## src/rtl/button_event_fifo_if.sv

```systemverilog
// CPU-side register access bundle for button_event_fifo: select, decode strobe, read data.
interface button_event_fifo_if;
  logic        a0;
  logic        ack;
  logic [15:0] data_out;

  modport master (output a0, output ack, input data_out);
  modport slave  (input a0, input ack, output data_out);
endinterface

```

## src/rtl/button_event_fifo.sv

```systemverilog
// Debounced push-button peripheral queuing one 16-bit event word per press in a small FIFO.
// Optional BUTTON_FIFO_TIMESTAMP_EN replaces the sequence word with {seq[3:0], ms[11:0]}.
module button_event_fifo #(
  parameter int unsigned DEBOUNCE_CYCLES = 50000,
  parameter int unsigned FIFO_DEPTH      = 4
) (
  input  logic          clk,
  input  logic          reset,
  input  logic          enter_key,
  button_event_fifo_if.slave bus
);

  localparam int unsigned WORD_W = 16;
  localparam int unsigned AW     = $clog2(FIFO_DEPTH);
  localparam int unsigned PW     = AW + 1;
  localparam int unsigned CW     = $clog2(DEBOUNCE_CYCLES);

  logic              sync_meta, sync_level;
  logic              db_level, db_prev, db_level_nxt;
  logic [CW-1:0]     db_cnt, db_cnt_nxt;
  logic              rd_data_q, rd_stat_q;
  logic [WORD_W-1:0] seq;
  logic [PW-1:0]     wp, rp, count, count_nxt;
  logic              ovf, ovf_nxt;
  logic [WORD_W-1:0] mem [FIFO_DEPTH];

  logic              rd_data_c, rd_stat_c, pop_rise_c, stat_rise_c;
  logic              press_c, empty_c, full_c, pop_c, push_c, drop_c;
  logic [WORD_W-1:0] word_c;

  // Debounce: count consecutive mismatching cycles, flip after DEBOUNCE_CYCLES of them
  always_comb begin
    db_level_nxt = db_level;
    db_cnt_nxt   = '0;
    if (sync_level != db_level) begin
      if (db_cnt == CW'(DEBOUNCE_CYCLES - 1)) begin
        db_level_nxt = sync_level;
        db_cnt_nxt   = '0;
      end else begin
        db_cnt_nxt = db_cnt + CW'(1);
      end
    end
  end

  // Access strobes are edge-detected so a held ack acts only once
  always_comb begin
    rd_data_c   = bus.ack & ~bus.a0;
    rd_stat_c   = bus.ack & bus.a0;
    pop_rise_c  = rd_data_c & ~rd_data_q;
    stat_rise_c = rd_stat_c & ~rd_stat_q;
    press_c     = db_prev & ~db_level;
    empty_c     = (count == '0);
    full_c      = (count == PW'(FIFO_DEPTH));
    pop_c       = pop_rise_c & ~empty_c;
    push_c      = press_c & (~full_c | pop_c);
    drop_c      = press_c & full_c & ~pop_c;
  end

  always_comb begin
    count_nxt = count;
    if (push_c && !pop_c) count_nxt = count + PW'(1);
    else if (pop_c && !push_c) count_nxt = count - PW'(1);
    ovf_nxt = ovf;
    if (stat_rise_c) ovf_nxt = 1'b0;
    if (drop_c) ovf_nxt = 1'b1;
  end

`ifdef BUTTON_FIFO_TIMESTAMP_EN
  logic [CW-1:0] ms_div;
  logic [11:0]   ms;

  always_ff @(posedge clk or posedge reset) begin
    if (reset) begin
      ms_div <= '0;
      ms     <= '0;
    end else if (ms_div == CW'(DEBOUNCE_CYCLES - 1)) begin
      ms_div <= '0;
      ms     <= ms + 12'(1);
    end else begin
      ms_div <= ms_div + CW'(1);
    end
  end

  assign word_c = {seq[3:0], ms};
`else
  assign word_c = seq;
`endif

  always_ff @(posedge clk or posedge reset) begin
    if (reset) begin
      sync_meta  <= 1'b1;
      sync_level <= 1'b1;
      db_level   <= 1'b1;
      db_prev    <= 1'b1;
      db_cnt     <= '0;
      rd_data_q  <= 1'b0;
      rd_stat_q  <= 1'b0;
      seq        <= '0;
      wp         <= '0;
      rp         <= '0;
      count      <= '0;
      ovf        <= 1'b0;
    end else begin
      sync_meta  <= enter_key;
      sync_level <= sync_meta;
      db_level   <= db_level_nxt;
      db_prev    <= db_level;
      db_cnt     <= db_cnt_nxt;
      rd_data_q  <= rd_data_c;
      rd_stat_q  <= rd_stat_c;
      if (press_c) seq <= seq + WORD_W'(1);
      if (push_c)  wp  <= wp + PW'(1);
      if (pop_c)   rp  <= rp + PW'(1);
      count      <= count_nxt;
      ovf        <= ovf_nxt;
    end
  end

  // Storage needs no reset: the read mux masks it while empty
  always_ff @(posedge clk) begin
    if (push_c) mem[wp[AW-1:0]] <= word_c;
  end

  always_comb begin
    if (bus.a0) bus.data_out = {8'(count), 6'b0, ovf, ~empty_c};
    else if (empty_c) bus.data_out = '0;
    else bus.data_out = mem[rp[AW-1:0]];
  end

endmodule
```

## src/flat_wrapper.sv

```systemverilog
// flat-port wrapper written by rule: the top's interface ports become plain ports
module button_event_fifo_flat 
#(
  parameter int unsigned DEBOUNCE_CYCLES = 50000,
  parameter int unsigned FIFO_DEPTH      = 4
)
  (clk, reset, enter_key, bus_a0, bus_ack, bus_data_out);
  button_event_fifo_if bus_i ();
  input  logic clk;
  input  logic reset;
  input  logic enter_key;
  input wire logic [$bits(bus_i.a0)-1:0] bus_a0;
  input wire logic [$bits(bus_i.ack)-1:0] bus_ack;
  output wire logic [$bits(bus_i.data_out)-1:0] bus_data_out;
  assign bus_i.a0 = bus_a0;
  assign bus_i.ack = bus_ack;
  assign bus_data_out = bus_i.data_out;
  button_event_fifo #(.DEBOUNCE_CYCLES(DEBOUNCE_CYCLES), .FIFO_DEPTH(FIFO_DEPTH)) u_core (.clk(clk), .reset(reset), .enter_key(enter_key), .bus(bus_i));
endmodule
```

## config.mk

```make
export PLATFORM = sky130hd
export DESIGN_NAME = button_event_fifo_flat
export DESIGN_NICKNAME = d
export VERILOG_FILES = /design/src/rtl/button_event_fifo_if.sv /design/src/rtl/button_event_fifo.sv /design/src/flat_wrapper.sv
export SDC_FILE = /design/constraint.sdc
export NUM_CORES = 1
export LEC_CHECK = 0
export ABC_CLOCK_PERIOD_IN_PS = 2150
export CAP_MARGIN = 20
export CORE_MARGIN = 2
export CORE_UTILIZATION = 40
export CTS_BUF_LIST = sky130_fd_sc_hd__clkbuf_8
export CTS_CLUSTER_SIZE = 20
export DETAILED_ROUTE_END_ITERATION = 8
export GPL_TIMING_DRIVEN = 1
export PLACE_DENSITY = 0.69
export SLEW_MARGIN = 30
export SYNTH_ARGS = -nofsm -noshare
export SYNTH_HDL_FRONTEND = slang
export SYNTH_SLANG_ARGS = --single-unit
```

## constraint.sdc

```tcl
create_clock -name clk -period 2.15 [get_ports clk]
set_input_delay 0.43 -clock clk [delete_from_list [all_inputs] [get_ports clk]]
set_output_delay 0.43 -clock clk [all_outputs]
set_load 0.03 [all_outputs]
```

# == Word level (Yosys, flattened, before mapping) ==
# Memory sizes are Yosys's and may differ from the RTL's.
# Index checks and enable logic that the tools add are counted.
# totals
register_bits,48
in_bits,5
mem_bits_rw,64
elab_cells,57
memories,1
output_inout_bits,16
# mem_list
memory,words,width,read_ports,rd_clocked_by_memory_dff,wr,line_no,source
u_core.mem,4,16,1,0,1,button_event_fifo.sv:25,logic [WORD_W-1:0] mem [FIFO_DEPTH];
# op_classes
n_reduce_logical,8
bitwise_logic,17
n_mux,10
eq_ne,3
n_addsub,6
# ops
op,count
2-to-1 mux 16 bit,4
adder 16 x 1 -> 16 bit (second input constant),2
equality test 16 bit (second input constant),1
adder 3 x 1 -> 3 bit (second input constant),3
bitwise AND 1 bit,9
NOT 1 bit,7
2-to-1 mux 3 bit,2
2-to-1 mux 1 bit,4
nonzero test 2 bit,2
equality test 3 bit (second input constant),1
zero test 3 bit,1
subtractor 3 x 1 -> 3 bit (second input constant),1
logical AND 1 bit,2
zero test 1 bit,2
AND reduction 2 bit,1
inequality test 1 bit,1
OR 1 bit,1

# == Logic depth before layout (Yosys ltp) ==
# depth
ltp_word,10
mapped_depth,10
depth_no_buf,9

# == Least setup slack after synthesis ==
# No wires, ideal clock.
# synth_timing
path_type,input -> register
startpoint,input port bus_a0
endpoint,register u_core.count[2]
setup_time_ps,79
stages,9
required_ps,2071
arrival_time_ps,2350
n_path_buf,1
path_slack_ps,-279
path_cell_list,clkbuf_1 > or3b_1 > a31oi_2 > ha_1 > inv_1 > fa_1 > xor2_1 > nor2_1 > xor2_1
# synth_via
elab_chain_cells,9
elab_cells_between_ends,12
cone_classes,mux (1); bitwise (6); reduce/logical (5)
# synth_rtl
item,line_no,source
from (decl),flat_wrapper.sv:12,input wire logic [$bits(bus_i.a0)-1:0] bus_a0;
NOT 1 bit (*),button_event_fifo.sv:47,rd_data_c = bus.ack & ~bus.a0;
bitwise AND 1 bit (*),button_event_fifo.sv:47,
bitwise AND 1 bit (*),button_event_fifo.sv:49,pop_rise_c = rd_data_c & ~rd_data_q;
bitwise AND 1 bit (*),button_event_fifo.sv:54,pop_c = pop_rise_c & ~empty_c;
OR 1 bit (*),button_event_fifo.sv:55,push_c = press_c & (~full_c | pop_c);
bitwise AND 1 bit (*),button_event_fifo.sv:55,
net u_core.push_c,button_event_fifo.sv:28,"logic press_c, empty_c, full_c, pop_c, push_c, drop_c;"
zero test 1 bit,button_event_fifo.sv:62,else if (pop_c && !push_c) count_nxt = count - PW'(1);
logical AND 1 bit,button_event_fifo.sv:62,
nonzero test 2 bit (no source line),--,
to (signal assigned),button_event_fifo.sv:114,count <= count_nxt;
to (decl),button_event_fifo.sv:23,"logic [PW-1:0] wp, rp, count, count_nxt;"
# Mark *: on every way through the listed nets, which the timed path passes. The rest lies on a longest branch.
# A chain may end at the register's enable or synchronous reset.

# == Final worst setup path ==
# layout_timing
startpoint,register u_core.rp[0]
endpoint,output port bus_data_out[15]
# layout_via
elab_chain_cells,3
# layout_rtl
item,line_no,source
from (decl),button_event_fifo.sv:23,
from (signal assigned),button_event_fifo.sv:113,if (pop_c) rp <= rp + PW'(1);
memory read (4 x 16 bit),--,
2-to-1 mux 16 bit,button_event_fifo.sv:126,else if (empty_c) bus.data_out = '0;
2-to-1 mux 16 bit,button_event_fifo.sv:125,"if (bus.a0) bus.data_out = {8'(count), 6'b0, ovf, ~empty_c};"
to (decl),flat_wrapper.sv:14,output wire logic [$bits(bus_i.data_out)-1:0] bus_data_out;
# No other way between the ends.

==> key figures <==
Timing
  – Min cycle time layout: approximately 2.3 ns
  – Worst Max-Slew Pin Slew: between 0.4 and 0.5 ns
  – RSZ-0062 raised after global routing: true
  – Slew Limit Headroom: between 60% and 70%
  – Period utilization: 107%
  – FMAX: approximately 440 MHz
  – Final Hold Fails: 0
  – Slew Viols, Final: 0
  – Setup violators final: 16
  – Final worst-path setup slack: -0.143 ns
  – Final Skew: 0.0182 ns
  – WHS: about 0.36 ns

Detailed routing
  – DR iter-0 viols: 121
  – Drt wl/cell: 15.8 um
  – Final antenna-violating net count: 0
  – Vias: ~2,500
  – Post-Route WL: 7800 um
  – Via density: about 5
  – Number of remaining DRC errors: 0
  – Drt first pass iters: 4

Worst setup path
  – Delay-heaviest family, CP: multiplexers
  – Req. time, crit path: between 1.5 and 2 ns
  – CP max stage cell: mux4_2
  – WS Path Type: reg -> out
  – CP max FO: 7
  – Cell breakdown of the critical path: buf_6 -> buf_12 -> mux4_2 -> and2_4 -> buf_6
  – Instance count on the critical path: 5
  – Crit start category: flop
  – Slowest Stage Delay on Critical Path: around 0.50 ns
  – Worst path bufs/invs: 3
  – R2R depth: 7
  – Crit path DAT: approximately 1.9 ns
  – Critical Path End Type: output port
  – CP most frequent cell: buf_6

Status
  – Failing checks: negative setup slack
  – Status: finished with violations

Yosys
  – Syn nets: between 300 and 400
  – Seq/Total Area, Yosys: roughly 67%
  – Synth warn: 0
  – Fraction of registers with async set/reset: 41.8%
  – Post-synth top flop: edfxtp_1
  – Mapped Avg Cell Area: around 15 sq um
  – Synth unique cells: 38
  – Synthesized instance count: roughly 300
  – Cell Area, Synth: 0.00456 sq mm
  – Flops & latches, synth: 110
  – EDFF count, synth: 64

GRT
  – Global Route Usage Sum: a little over an eighth
  – Pin count of the biggest net entering global routing: 22
  – Vias in the first global route: approximately 2,500
  – Grt ovf: 0
  – Global-route wire length before repair: ~13,000 um
  – Initial antenna violation count: 0

Final layout
  – Seq. cell area: approximately 0.003 sq mm
  – Footprint of the multi-input gates: 0.00148 sq mm
  – Final nets: between 300 and 400
  – Post-route cell area: roughly 0.0055 sq mm
  – Commonest non-fill, non-tap cell in the layout: edfxtp_1
  – Share of cells above drive strength 1: a little under a third
  – N_diodes: 0
  – Most frequent cells in the layout: 64 x edfxtp_1, 42 x dfrtp_1, 24 x xnor2_1, 23 x nor2_1, 18 x buf_6
  – Filler Cells Inserted: 977
  – Area Overhead vs Synth: 20.0%

Clocking
  – CTS clk-pin slew, worst paths: roughly 0.11 ns
  – Longest Clk Path Bufs: 2
  – Worst-skew pair later-pin latency: ~0.38 ns
  – CTS HTree Levels: 3
  – CTS tree: yes
  – Number of buffers created by CTS: 9
  – Clock root cell: clkbuf_8
  – Clock sink count: 110

Place
  – Post-DP Area: about 0.0051 sq mm
  – Buffers added on ports: 20
  – Gpl congestion: just under 0.8
  – Dpl ws: -0.433 ns
  – Detailed placer's ending HPWL: slightly above 5000 um

Floorplan
  – Die ar.: ~0.012 sq mm
  – Boundary pin count: 21
  – Core area: about 0.011 sq mm
  – Die W: between 100 and 150 um
  – Starting Density: 40.5%
  – Die height: between 100 and 150 um
  – FP Rows: 39

Pwr
  – Peak supply drop: roughly 0.45 mV
  – Leak: between 0.002 and 0.0025 uW
  – Pwr per Cell Area: roughly 800 mW/mm^2

Min path
  – Worst hold path type: reg -> reg
  – Hold depth: 0

Run
  – Max-cap violations: 0
## Yosys cell counts (all sizes together) (2+ instances only)
| library cell | number | area share, % |
|---|---|---|
| nor2 | 25 | 2.1 |
| dfrtp | 42 | 23 |
| buf | 2 | 0.22 |
| nor4 | 5 | 0.69 |
| nand3 | 6 | 0.93 |
| nor3 | 4 | 0.44 |
| nand4 | 12 | 1.6 |
| dfstp | 4 | 2.3 |
| mux2 | 3 | 0.74 |
| and2 | 16 | 2.2 |
| nand2 | 13 | 1.1 |
| a22o | 4 | 0.77 |
| o21ai | 4 | 0.44 |
| mux4 | 16 | 7.9 |
| edfxtp | 64 | 42 |
| inv | 10 | 0.82 |
| clkbuf | 5 | 0.41 |
| xor2 | 11 | 2.1 |
| xnor2 | 24 | 4.6 |
| ha | 7 | 1.9 |
| and3 | 4 | 0.55 |
## layer usage
metal	vias up	wire [um]	global-route usage, %
met2	36	4050	22.5
met5	-	0	0
li1	1190	-	-
met4	0	97	4.00
met1	1235	3400	18.1
met3	11	248	3.28
## final cells by class
cell class | count | area share (%)
Inverter | 10 | 0.686
Clock inverter | 7 | 1.28
Tap cell | 143 | 3.27
Clock buffer | 9 | 2.26
Multi-Input combinational cell | 169 | 27.1
Sequential cell | 110 | 56.2
Timing Repair Buffer | 45 | 9.21
## final timing paths
kind / from / endpoint / slack, ns
worst max-delay path: u_core.rp[0]$_DFFE_PP0N_ / bus_data_out[15] / -0.14
min in group asynchronous: reset / u_core.db_cnt[2]$_DFF_PP0_ / 0.38
worst min register to register: u_core.sync_meta$_DFF_PP1_ / u_core.sync_level$_DFF_PP1_ / 0.36
worst min-delay path: u_core.sync_meta$_DFF_PP1_ / u_core.sync_level$_DFF_PP1_ / 0.36
max in group asynchronous: reset / u_core.db_prev$_DFF_PP1_ / 1.24
worst max register to register: u_core.rd_data_q$_DFF_PP0_ / u_core.count[1]$_DFFE_PP0P_ / 0.13
## registers in the layout, indices dropped and copies added (netlist names)
register,cells
u_core.wp,2
u_core.rd_data_q,1
u_core.count,3
u_core.seq,16
u_core.ovf,1
u_core.sync_level,1
u_core.rd_stat_q,1
u_core.db_level,1
u_core.rp,2
u_core.sync_meta,1
u_core.db_prev,1
u_core.mem,64
u_core.db_cnt,16
## cell families after synthesis
logic type | synth area share [%]
flip-flops | 67.5
AND/OR/NAND/NOR | 11.8
XOR/XNOR | 6.72
multiplexers | 8.64
buffers and inverters | 1.45
AO/OA/AOI/OAI | 1.59
adder cells (fa/ha/maj) | 2.36
## power by group
| part | internal (uW) | switching (uW) |
|---|---|---|
| Sequential | 2270 | 64.3 |
| Clock | 458 | 742 |
| Combinational | 444 | 403 |
| Total | 3180 | 1210 |
## stage by stage
| step | setup TNS, ns | utilization [%] | power, uW | cells |
|---|---|---|---|---|
| floorplan | -0.116 | - | 2820 | 296 |
| global placement | -12.18 | 45.3 | 3040 | 468 |
| detailed placement | -13.06 | 45.3 | 3070 | 468 |
| CTS | -2.53 | 48.6 | 4500 | 493 |
| global route | -2.98 | 48.6 | 4600 | 493 |
| finish | -1.72 | 48.6 | 4380 | 493 |
## worst register-to-register path: stages (launching register included)
cell and delay, ns:
dfrtp_1 0.38, or3b_4 0.41, nor2_2 0.14, inv_1 0.08, ha_4 0.17, inv_2 0.05, fa_2 0.42, mux2_2 0.27
## what timing repair did
| item | CTS | global route |
|---|---|---|
| resized for setup | 25 | 9 |
| endpoints found under the setup margin | 18 | 18 |
| gates cloned | 1 | 0 |
| pin swaps | 16 | 10 |
| hold buffers | 0 | 0 |
| setup buffers | 8 | 2 |
Power figures use the tool's default switching activity.
